==> src/rtl/ehl_ddr_wr_sched.sv <==
// ehl_ddr_wr_sched
// Write-data scheduler in the clk_0 domain, sitting directly in front of the
// PHY transmit stage. Write beats from the controller datapath are held in a
// small FIFO. Each WRITE command travels down a delay line for the programmed
// write latency and then starts one burst of N beats (N=2 for BL4, N=4 for BL8)
// toward the PHY.
//
// Ports:
//   clk_0        controller clock
//   reset        synchronous, active-high reset
//   wl           write latency in clk_0 cycles (0 behaves as 1); static while busy=0 only
//   bl8          1: BL8 (4 beats), 0: BL4 (2 beats); static while busy=0 only
//   wcmd         one-cycle WRITE command pulse
//   wd_valid     write beat offered
//   wd_ready     registered "FIFO not full"
//   wd_data      beat data, [7:0] first half, [15:8] second half
//   wd_mask      beat mask, 1 = masked
//   err_clr      clears the sticky error flags
//   write_ena    PHY: write beat valid this cycle
//   data_in      PHY: beat data
//   data_mask    PHY: beat mask (2'b11 when idle or on underrun)
//   busy         a command is in flight or a burst is active
//   err_overlap  sticky: a command was dropped because it overlapped a burst
//   err_underrun sticky: a beat was due while the FIFO was empty
//
// Handshake: a beat transfers on every rising clk_0 edge where wd_valid and
// wd_ready are both 1; wd_valid may be raised independently of wd_ready, and
// the offered beat must stay stable until it transfers.
module ehl_ddr_wr_sched #(
  parameter int FIFO_DEPTH = 8,
  parameter int WL_MAX     = 15
) (
  input  logic        clk_0,
  input  logic        reset,
  input  logic [3:0]  wl,
  input  logic        bl8,
  input  logic        wcmd,
  input  logic        wd_valid,
  output logic        wd_ready,
  input  logic [15:0] wd_data,
  input  logic [1:0]  wd_mask,
  input  logic        err_clr,
  output logic        write_ena,
  output logic [15:0] data_in,
  output logic [1:0]  data_mask,
  output logic        busy,
  output logic        err_overlap,
  output logic        err_underrun
);

  localparam int              AW      = $clog2(FIFO_DEPTH);
  localparam logic [AW:0]     DEPTH_C = (AW+1)'(FIFO_DEPTH);
  localparam logic [3:0]      TAP_MAX = 4'(WL_MAX - 1);

  logic [17:0]       mem [FIFO_DEPTH];
  logic [AW-1:0]     wr_ptr;
  logic [AW-1:0]     rd_ptr;
  logic [AW:0]       count;
  logic [AW:0]       count_next;

  logic [WL_MAX-1:0] dl;
  logic [WL_MAX-1:0] dl_next;
  logic [WL_MAX-1:0] win;
  logic [3:0]        tap;
  logic [2:0]        cnt;
  logic [2:0]        cnt_next;
  logic [2:0]        n_beats;
  logic              mature;
  logic              accept;
  logic              overlap;
  logic              beat;
  logic              empty;
  logic              push;
  logic              pop;
  logic              underrun;

  // Delay-line tap: a command entering at bit 0 reaches bit wl-1 one cycle
  // before the edge that must raise write_ena, so the counter loads on time.
  always_comb begin
    tap = 4'd0;
    if (wl > 4'd1) tap = wl - 4'd1;
    if (tap > TAP_MAX) tap = TAP_MAX;
    for (int i = 0; i < WL_MAX; i++) begin
      win[i] = (4'(i) <= tap);
    end
  end

  always_comb begin
    // Bits shifted past the tap are discarded so a later, longer wl can never
    // resurrect an old command.
    dl_next  = {dl[WL_MAX-2:0], wcmd} & win;
    mature   = dl[tap];
    n_beats  = bl8 ? 3'd4 : 3'd2;
    // A maturing command may start only when at most the final beat of the
    // current burst remains; that is what makes back-to-back bursts seamless.
    accept   = mature && (cnt <= 3'd1);
    overlap  = mature && (cnt > 3'd1);
    if (accept)           cnt_next = n_beats;
    else if (cnt != 3'd0) cnt_next = cnt - 3'd1;
    else                  cnt_next = 3'd0;
    // beat: the coming edge launches a write beat toward the PHY.
    beat       = (cnt_next != 3'd0);
    empty      = (count == '0);
    push       = wd_valid && wd_ready;
    pop        = beat && !empty;
    underrun   = beat && empty;
    count_next = count + (AW+1)'(push) - (AW+1)'(pop);
  end

  always_ff @(posedge clk_0) begin
    if (push) mem[wr_ptr] <= {wd_mask, wd_data};
  end

  always_ff @(posedge clk_0) begin
    if (reset) begin
      dl           <= '0;
      cnt          <= 3'd0;
      wr_ptr       <= '0;
      rd_ptr       <= '0;
      count        <= '0;
      wd_ready     <= 1'b0;
      write_ena    <= 1'b0;
      data_in      <= 16'h0000;
      data_mask    <= 2'b11;
      busy         <= 1'b0;
      err_overlap  <= 1'b0;
      err_underrun <= 1'b0;
    end else begin
      dl        <= dl_next;
      cnt       <= cnt_next;
      count     <= count_next;
      wd_ready  <= (count_next != DEPTH_C);
      write_ena <= beat;
      busy      <= (|dl_next) || beat;
      if (push) wr_ptr <= wr_ptr + AW'(1);
      if (pop)  rd_ptr <= rd_ptr + AW'(1);
      if (pop) begin
        data_in   <= mem[rd_ptr][15:0];
        data_mask <= mem[rd_ptr][17:16];
      end else if (underrun) begin
        data_in   <= 16'h0000;
        data_mask <= 2'b11;
      end else begin
        data_mask <= 2'b11;
      end
      // A new error in the same cycle as err_clr keeps the flag set.
      err_overlap  <= overlap  || (err_overlap  && !err_clr);
      err_underrun <= underrun || (err_underrun && !err_clr);
    end
  end

endmodule

==> config.mk <==
export PLATFORM = sky130hd
export DESIGN_NAME = ehl_ddr_wr_sched
export DESIGN_NICKNAME = d
export VERILOG_FILES = /design/src/rtl/ehl_ddr_wr_sched.sv
export SDC_FILE = /design/constraint.sdc
export NUM_CORES = 1
export LEC_CHECK = 0
export CAP_MARGIN = 0
export CORE_AREA = 2 2 123 125
export DETAILED_ROUTE_END_ITERATION = 10
export DIE_AREA = 0 0 125 127
export DONT_BUFFER_PORTS = 1
export GPL_TIMING_DRIVEN = 0
export MAX_ROUTING_LAYER = met4
export PLACE_DENSITY_LB_ADDON = 0.3
export SLEW_MARGIN = 10
export SYNTH_ARGS = -nofsm -noshare
export SYNTH_HDL_FRONTEND = slang
export SYNTH_SLANG_ARGS = --single-unit
==> constraint.sdc <==
create_clock -name clk_0 -period 3.3 [get_ports clk_0]
set_input_delay 0.33 -clock clk_0 [delete_from_list [all_inputs] [get_ports clk_0]]
set_output_delay 0.33 -clock clk_0 [all_outputs]
set_load 0.01 [all_outputs]
After elaboration in Yosys (flattened, before gate mapping)
Memories as Yosys holds them, arrays and structs flattened. A register that Yosys moved wholly into a read port is not among the register bits.
Index checks and enable logic that the tools add are counted.
W data, S select, Z words.
Cells by class
  bitwise gates (word level): 2
  reductions and logical operators: 18
  $lt $le $gt $ge: 20
  add/subtract/negate cells: 6
  muxes and demuxes: 13
  eq/ne operators: 1
Operators by type and width (number)
  $mux W16: 2
  $le A4 B4 Y1 const A: 7
  $le A3 B4 Y1 const A: 4
  $and A15 B15 Y15: 1
  $mux W3: 5
  $reduce_or A15 Y1: 1
  $le A1 B4 Y1 const A: 2
  $le A2 B4 Y1 const A: 2
  $mux W4: 2
  $logic_and A1 B1 Y1: 7
  $add A3 B1 Y3 const B: 2
  $reduce_bool A3 Y1: 2
  $lt A4 B5 Y1 const B: 1
  $add A4 B1 Y4: 1
  $bmux W1 S4: 1
  $gt A4 B1 Y1 const B: 1
  $gt A4 B4 Y1 const B: 1
  $logic_not A4 Y1: 1
  $ne A4 B4 Y1 const B: 1
  $sub A4 B1 Y4: 1
  $sub A4 B1 Y4 const B: 1
  $gt A3 B1 Y1 const B: 1
  $le A3 B1 Y1 const B: 1
  $logic_or A1 B1 Y1: 3
  other kinds (6): 9
Storage, ports and cells
  register bits after elaboration: 51
  input port bits: 28
  memories: 1
  output and inout bits: 23
  bits in writable memories: 144
Memory list
  mem: words 8, bits a word 18, read ports 1, clocked after memory_dff 1, wr ports 1, RTL line 55  | logic [17:0] mem [FIFO_DEPTH];

Longest topological paths before layout
  word-level depth: 12
  depth in mapped cells: 17
  depth with buffers taken out: 15

Worst setup path before layout
OpenSTA, ideal clock, no wires.
  path kind: in2reg
  from: input port wl[0]
  to: register wd_ready
  slack: -184 ps
  setup time: 138 ps
  arrival: 3346 ps
  data required time: 3162 ps
  stages: 17
  path through: buf_6 > inv_1 > ha_1 > buf_6 > o21bai_4 > o211a_4 > a31oi_1 > a2111oi_4 > o21ai_4 > a21oi_4 > ha_1 > inv_1 > ha_1 > inv_1 > fa_1 > xor2_1 > a41oi_1
Between the ends
  word-level cells in the longest chain between the ends: 12
  elaborated cells between the ends (all ways): 13
  those cells by class: add/sub: 2; order compare: 2; eq/ne: 1; mux: 5; reduce/logical: 3
Ends and longest elaborated chain
  start: declaration: RTL line 35  | input logic [3:0] wl,
  $sub A4 B1 Y4 or $gt A4 B1 Y1 (tied branches): RTL line 81  | if (wl > 4'd1) tap = wl - 4'd1;
  $mux W4 *: RTL line 81
  $gt A4 B4 Y1: RTL line 82  | if (tap > TAP_MAX) tap = TAP_MAX;
  $mux W4 *: RTL line 82
  $bmux W1 S4 *: RTL line 92  | mature = dl[tap];
  $mux W1 (implied by the code) *: RTL line 92
  $logic_and A1 B1 Y1 *: RTL line 96  | accept = mature && (cnt <= 3'd1);
  $mux W3 *: RTL line 98  | if (accept) cnt_next = n_beats;
  $reduce_bool A3 Y1 *: RTL line 102  | beat = (cnt_next != 3'd0);
  $logic_and A1 B1 Y1 *: RTL line 105  | pop = beat && !empty;
  via pop: RTL line 74  | logic pop;
  $sub A4 B1 Y4 *: RTL line 107  | count_next = count + (AW+1)'(push) - (AW+1)'(pop);
  $ne A4 B4 Y1 *: RTL line 132  | wd_ready <= (count_next != DEPTH_C);
  end signal: assignment: RTL line 132
  end: declaration: RTL line 39  | output logic wd_ready,
The timed path passes the listed nets; every way through them passes the cells marked *. The select of a mux whose other input is x is not followed.
A chain may end at the register's enable or synchronous reset.

Worst setup path in the final report
Same ends and word-level chain as after synthesis.

==> results.txt <==
status: complete, no violations
PwrDens: 727 nW/µm²
post-synth top area share: 53.0%
P&R area growth vs syn: 17.9%
Hold WC Path Type: input port to register
Sequential Area: 5410 µm²
met3 Usage GRT: 5.40%
worst ir drop on vdd: 0.581 mV
sequential area share after synthesis: 66.3%
reg2reg end: wd_ready$_SDFF_PP0_
area occupied by multi-input gates: 2700 µm²
Most Crowded Layer GR: met2
met2 global-route usage: 36.5%
largest area contributor in the netlist: edfxtp_1
Synth Flop Type: edfxtp_1
Async SR Flop Fraction: 0%
antenna cells: 0
Slew @ Worst Pin: 0.908 ns
# DRC: 0
largest net degree at the start of global routing: 19
Die Wd: 125 µm
row count: 44
Clock Skew: 0.00686 ns
Synth Register Bits: 198
R2R Path Start: cnt[1]$_SDFF_PP0_
initial antenna violation count: 0
Synth area leaders: edfxtp_1, dfxtp_1, mux4_2, mux2i_1, nor2_1
most frequent cell after synthesis: edfxtp_1
CP cell instances: buf_12, inv_4, ha_2, buf_6, or4_4, o211ai_2, a21o_1, a211oi_2, buf_4, o21ai_4, a21oi_4, ha_4, inv_1, ha_2, inv_1, fa_2, xor2_1, a41oi_1
Final Total Pwr: 6.99 mW
Syn Inst Count: 542
Area after DPL: 8620 µm²
final WL: 17.4 mm
critical path fanouts, max: 10
delay of the slowest critical-path stage: 0.42 ns
global-route met1 utilization: 32.1%
min Tclk post-route: 3.18 ns
Buf+Inv Stages, Crit Path: 6
Critical Path AT: 3.46 ns
Die Y: 127 µm
gpl congestion: 0.889
synth warn: 0
Sink Count: 198
Worst setup SP type: input port
worst hold margin: 0.0217 ns
H-tree Lvls: 4
top cells by count, synth: edfxtp_1, dfxtp_1, nor2_1
fin crit share: 96.3%
Boundary Pins: 51
worst skew pair latency: 0.44 ns
hold_sp: wcmd
first drt pass iteration count: 5
Num CTS Buffers: 17
Final Net Count: 647
routed vias/inst: 5.99
Top Family by Delay on Critical Path: compound AO/OA/AOI/OAI gates
hpwl dp: 11.9 mm
Yosys cell types: 59
Required @ worst endpoint: 3.58 ns
core area: 14,400 µm²
Final Hold Fails: 0
max cap viols: 0
vias in the first global route: 4,871
first-pass GRT wire length: 27.6 mm
Synthesized Nets: 582
crit path max-delay cell type: or4_4
CTS root buf: clkbuf_16
die area: 15,900 µm²
Post-synth EDFFs: 144
leakage power: 3.20 nW
Clock Tree Buf Depth: 2
WL/cell: 21.7 µm
fmax: 315 MHz
share of layout cells above drive strength 1: 23.9%
CTS tree: done
Pins Over Slew Limit: 0
R2R depth: 15
Mapped Area: 8160 µm²
CP endpoint kind: register
all-layer global routing usage: 23.8%
remaining antenna violation count: 0
Slew Limit Headroom: 39.5%
Initial Utilization: 56.6%
count of final setup violators: 0
vias: 4,817
layout filler cell count: 997
Hold Path Depth: 1
initial DRC count: 421
Worst Hold Endpoint: dl[0]$_SDFF_PP0_
reg2reg setup slack: 0.37 ns
WP depth: 18
clock slew at reported path FFs: 0.07 ns
worst setup path class: input port to register
port buffer count: 0
Finished Cell Area: 9620 µm²
total grt overflow: 0
Syn Area/Cell: 15.1 µm²
[where the power goes]
part / total (mW) / switching (mW) / internal [mW]
sequential: 3.04 / 0.162 / 2.88
combinational: 1.73 / 0.942 / 0.792
clock: 2.21 / 0.924 / 1.29
total: 6.99 / 2.03 / 4.96
[cell usage in the layout, fill, tap and decap left out, types with 4 or more instances in the layout]
cell,instances
a21o_1,4
a21oi_1,30
and3_1,4
buf_2,7
buf_4,26
buf_6,4
bufinv_16,4
clkbuf_1,10
clkbuf_16,17
dfxtp_1,54
dlygate4sd3_1,18
edfxtp_1,144
ha_1,8
inv_1,15
inv_6,4
mux2i_1,21
mux4_2,36
nand2_1,12
nand2b_1,7
nand3_1,22
nand3b_1,5
nor2_1,44
nor2b_1,4
nor3_1,7
nor3_2,4
o21ai_0,30
xor2_1,4
[registers in the layout, summed over array words and instances, names as in the netlist, named ones only]
| register | count |
|---|---|
| data_mask | 2 |
| cnt | 3 |
| wd_ready | 1 |
| wr_ptr | 3 |
| dl | 15 |
| mem | 144 |
| err_overlap | 1 |
| count | 4 |
| busy | 1 |
| data_in | 16 |
| write_ena | 1 |
| rd_ptr | 3 |
| err_underrun | 1 |
[timing repair]
action	4_1_cts	5_1_grt
gates resized for setup	3	7
hold buffers	18	0
hold endpoints to repair	144	0
setup buffers	1	14
pin swaps	1	8
endpoints found under the setup margin	4	4
[routing by layer]
metal / share of wire [%] / vias up / routed length, µm
met5: 0 / - / 0
met4: 2.1 / 0 / 359
met3: 6.3 / 26 / 1090
met2: 48 / 160 / 8380
met1: 44 / 2409 / 7580
li1: - / 2222 / -
[how the worst max path moves through the flow]
stage                             start                   to  slack [ns]
global route                      wl[0]  wd_ready$_SDFF_PP0_       -0.04
global placement    wd_ready$_SDFF_PP0_  mem[0][9]$_DFFE_PP_       -1.15
floorplan                         wl[0]  wd_ready$_SDFF_PP0_       0.004
detailed placement                wl[0]  wd_ready$_SDFF_PP0_       -0.66
CTS                               wl[0]  wd_ready$_SDFF_PP0_        0.04
finish                            wl[0]  wd_ready$_SDFF_PP0_        0.12
[through the flow]
step | setup TNS (ns) | worst slack (ns) | util, % | std cells
CTS | 0 | 0.0381 | 65.7 | 791
floorplan | 0 | 0.00384 | - | 542
finish | 0 | 0.121 | 66.7 | 804
global route | -0.0412 | -0.0412 | 66.7 | 804
global placement | -45.16 | -1.15 | 58.6 | 726
detailed placement | -2.53 | -0.658 | 59.8 | 740
[final cells by class]
| class | instances | share of cell area, % |
|---|---|---|
| sequential | 198 | 56.2 |
| clock inverter | 15 | 2.24 |
| tap | 184 | 2.39 |
| buffer | 25 | 1.43 |
| timing repair buffer | 47 | 4.49 |
| multi-input combinational | 301 | 28.1 |
| inverter | 17 | 0.729 |
| clock buffer | 17 | 4.42 |
[kinds of logic (layout without fill, tap and decap cells)]
logic type | count (synthesis) | count (layout) | share of synthesized area (%)
fa+ha+maj | 12 | 12 | 1.93
mux | 61 | 61 | 13.1
flops | 198 | 198 | 66.3
xor+xnor | 4 | 4 | 0.429
simple gates | 126 | 126 | 7.67
buf+inv | 43 | 121 | 2.42
compound gates | 98 | 98 | 8.22
Note: power is estimated with default switching activity, not from simulation.
==> RTL change, RTL diff (config.mk and constraints unchanged) <==
The parameter `WL_MAX` goes from 15 to 30.
--- a/src/rtl/ehl_ddr_wr_sched.sv
+++ b/src/rtl/ehl_ddr_wr_sched.sv
@@ -29,5 +29,5 @@
 module ehl_ddr_wr_sched #(
   parameter int FIFO_DEPTH = 8,
-  parameter int WL_MAX     = 15
+  parameter int WL_MAX     = 30
 ) (
   input  logic        clk_0,
Formal check against the unedited RTL: same outputs for any inputs over 10 cycles, from zero or initial values and one cycle with reset high; that may be too few to reach the edited logic, so the function may still have changed.
==> RTL change against the unedited design <==
- maximum frequency decreased by 0.65%
- final cell count increased by 2.7%
- synthesized area increased by 6.2%
- largest power group unchanged
- sequential cell count increased by 13
- total power decreased by 1.1%
- global-route usage increased by 0.72 points
- wire length increased by 6.0%
- combinational power decreased by 28%
- setup slack got worse by 0.021 ns
- cell area increased by 6.7%
- synthesized cell count increased by 2.8%
==> RTL change: results (changes against the unedited design) <==
metric;value;unit;change
dp_cells;755;;was 740
nNetsFinal;666;;was 647
path_max_fanout;9;;was 10
wl;18500;um;was 17400 um
htreeDepth;1;;was 4
drtIter0Drc;440;;was 421
muxShareOfSynthArea;0.130;;was 0.131
critPathMaxStageDelay;0.38;ns;was 0.42 ns
largestRegisters;mem: 144 flops, dl: 28 flops, data_in: 16 flops;;was mem: 144 flops, data_in: 16 flops, dl: 15 flops
clock_path_buffers;3;;was 2
worst_path_max_delay_cell;a211o_4;;was or4_4
peakVddDrop;0.517;mV;was 0.581 mV
async_reset_ff_frac;0;;unchanged
cts_buffers;22;;was 17
ys.flop_type;edfxtp_1;;unchanged
cts_setup_buffers;1;;unchanged
maxSlewHeadroom;0.374;;was 0.395
netlist_instances;557;;was 542
cts_hold_buffers;21;;was 18
placed_cell_area;0.00917;sq mm;was 0.00862 sq mm
viasPerCell;6.10;;was 5.99
synth-xor-area-share;0.00606;;was 0.00429
wire_per_inst;22.4;um;was 21.7 um
skew;0.0109;ns;was 0.00686 ns
globalplace.congestion;0.883;;was 0.889
dpl_worst_slack;-0.643;ns;was -0.658 ns
synth_fp_nets;597;;was 582
drtPass1Iterations;4;;was 5
p_leak;0.00350;uW;was 0.00320 uW
clock_latency;0.50;ns;was 0.44 ns
grt_usage;0.245;;was 0.238
cts-resized-gates;4;;was 3
synth_compound_area_frac;0.0793;;was 0.0822
yosysWarnings;0;;unchanged
grt_max_degree;15;;was 19
netlist_top_cells_count;edfxtp_1 (144), dfxtp_1 (67), mux4_2 (36);;was edfxtp_1 (144), dfxtp_1 (54), nor2_1 (47)
grt_pass1_vias;5245;;was 4871
antenna_found_initial;0;;unchanged
synth.distinct_cells;71;;was 59
dpl.hpwl;12200;um;was 11900 um
synth_fa_ha_area_frac;0.0182;;was 0.0193
critPathTopFamily;compound AO/OA/AOI/OAI gates;;unchanged
hp-class;in -> reg;;unchanged
arrival;3.54;ns;was 3.46 ns
status;finished clean;;unchanged
numPortBuffers;0;;unchanged
clk_pin_slew_worst_paths;0.06;ns;
post_route_cells_drive_above_1_share;0.257;;was 0.239
synth-edff-count;144;;unchanged
fillers;913;;was 997
cts-root-buf;clkbuf_16;;unchanged
yosysSeqAreaShare;0.654;;was 0.663
synth_area_leaders;edfxtp_1 (50%), dfxtp_1 (15%), mux4_2 (9.4%);;was edfxtp_1 (53%), dfxtp_1 (13%), mux4_2 (9.9%)
grt_pass1_wl;29200;um;was 27600 um
n_antenna_cell;0;;unchanged
RTL change: final timing paths:
path          start  endpoint  slack, ns  cells after the start
min reg2reg  dl[16]    dl[17]       0.45                      1
max reg2reg  cnt[1]  wd_ready       0.19                     15
min             bl8    cnt[1]       0.06                      2
max           wl[0]  wd_ready       0.10                     18
RTL change: layer usage:
layer,track usage,part of all wire
met4,0.0712,0.022
met3,0.0519,0.073
met2,0.414,0.51
met5,-,0
met1,0.303,0.39
RTL change: cell type report:
type / count / area (sq um) / area share
sequential: 211 / 5670 / 0.552
multi-input combinational: 296 / 2950 / 0.287
clock buffer: 32 / 664 / 0.0647
timing repair buffer: 45 / 413 / 0.0402
tap: 184 / 230 / 0.0224
buffer: 24 / 146 / 0.0143
inverter: 26 / 100 / 0.00975
clock inverter: 8 / 93.8 / 0.00914
RTL change: power breakdown:
group	total (uW)	internal, uW	leakage (uW)	switching, uW
Clock	2540	1560	0.000373	981
Combinational	1250	592	0.00128	662
Sequential	3120	3000	0.00184	125
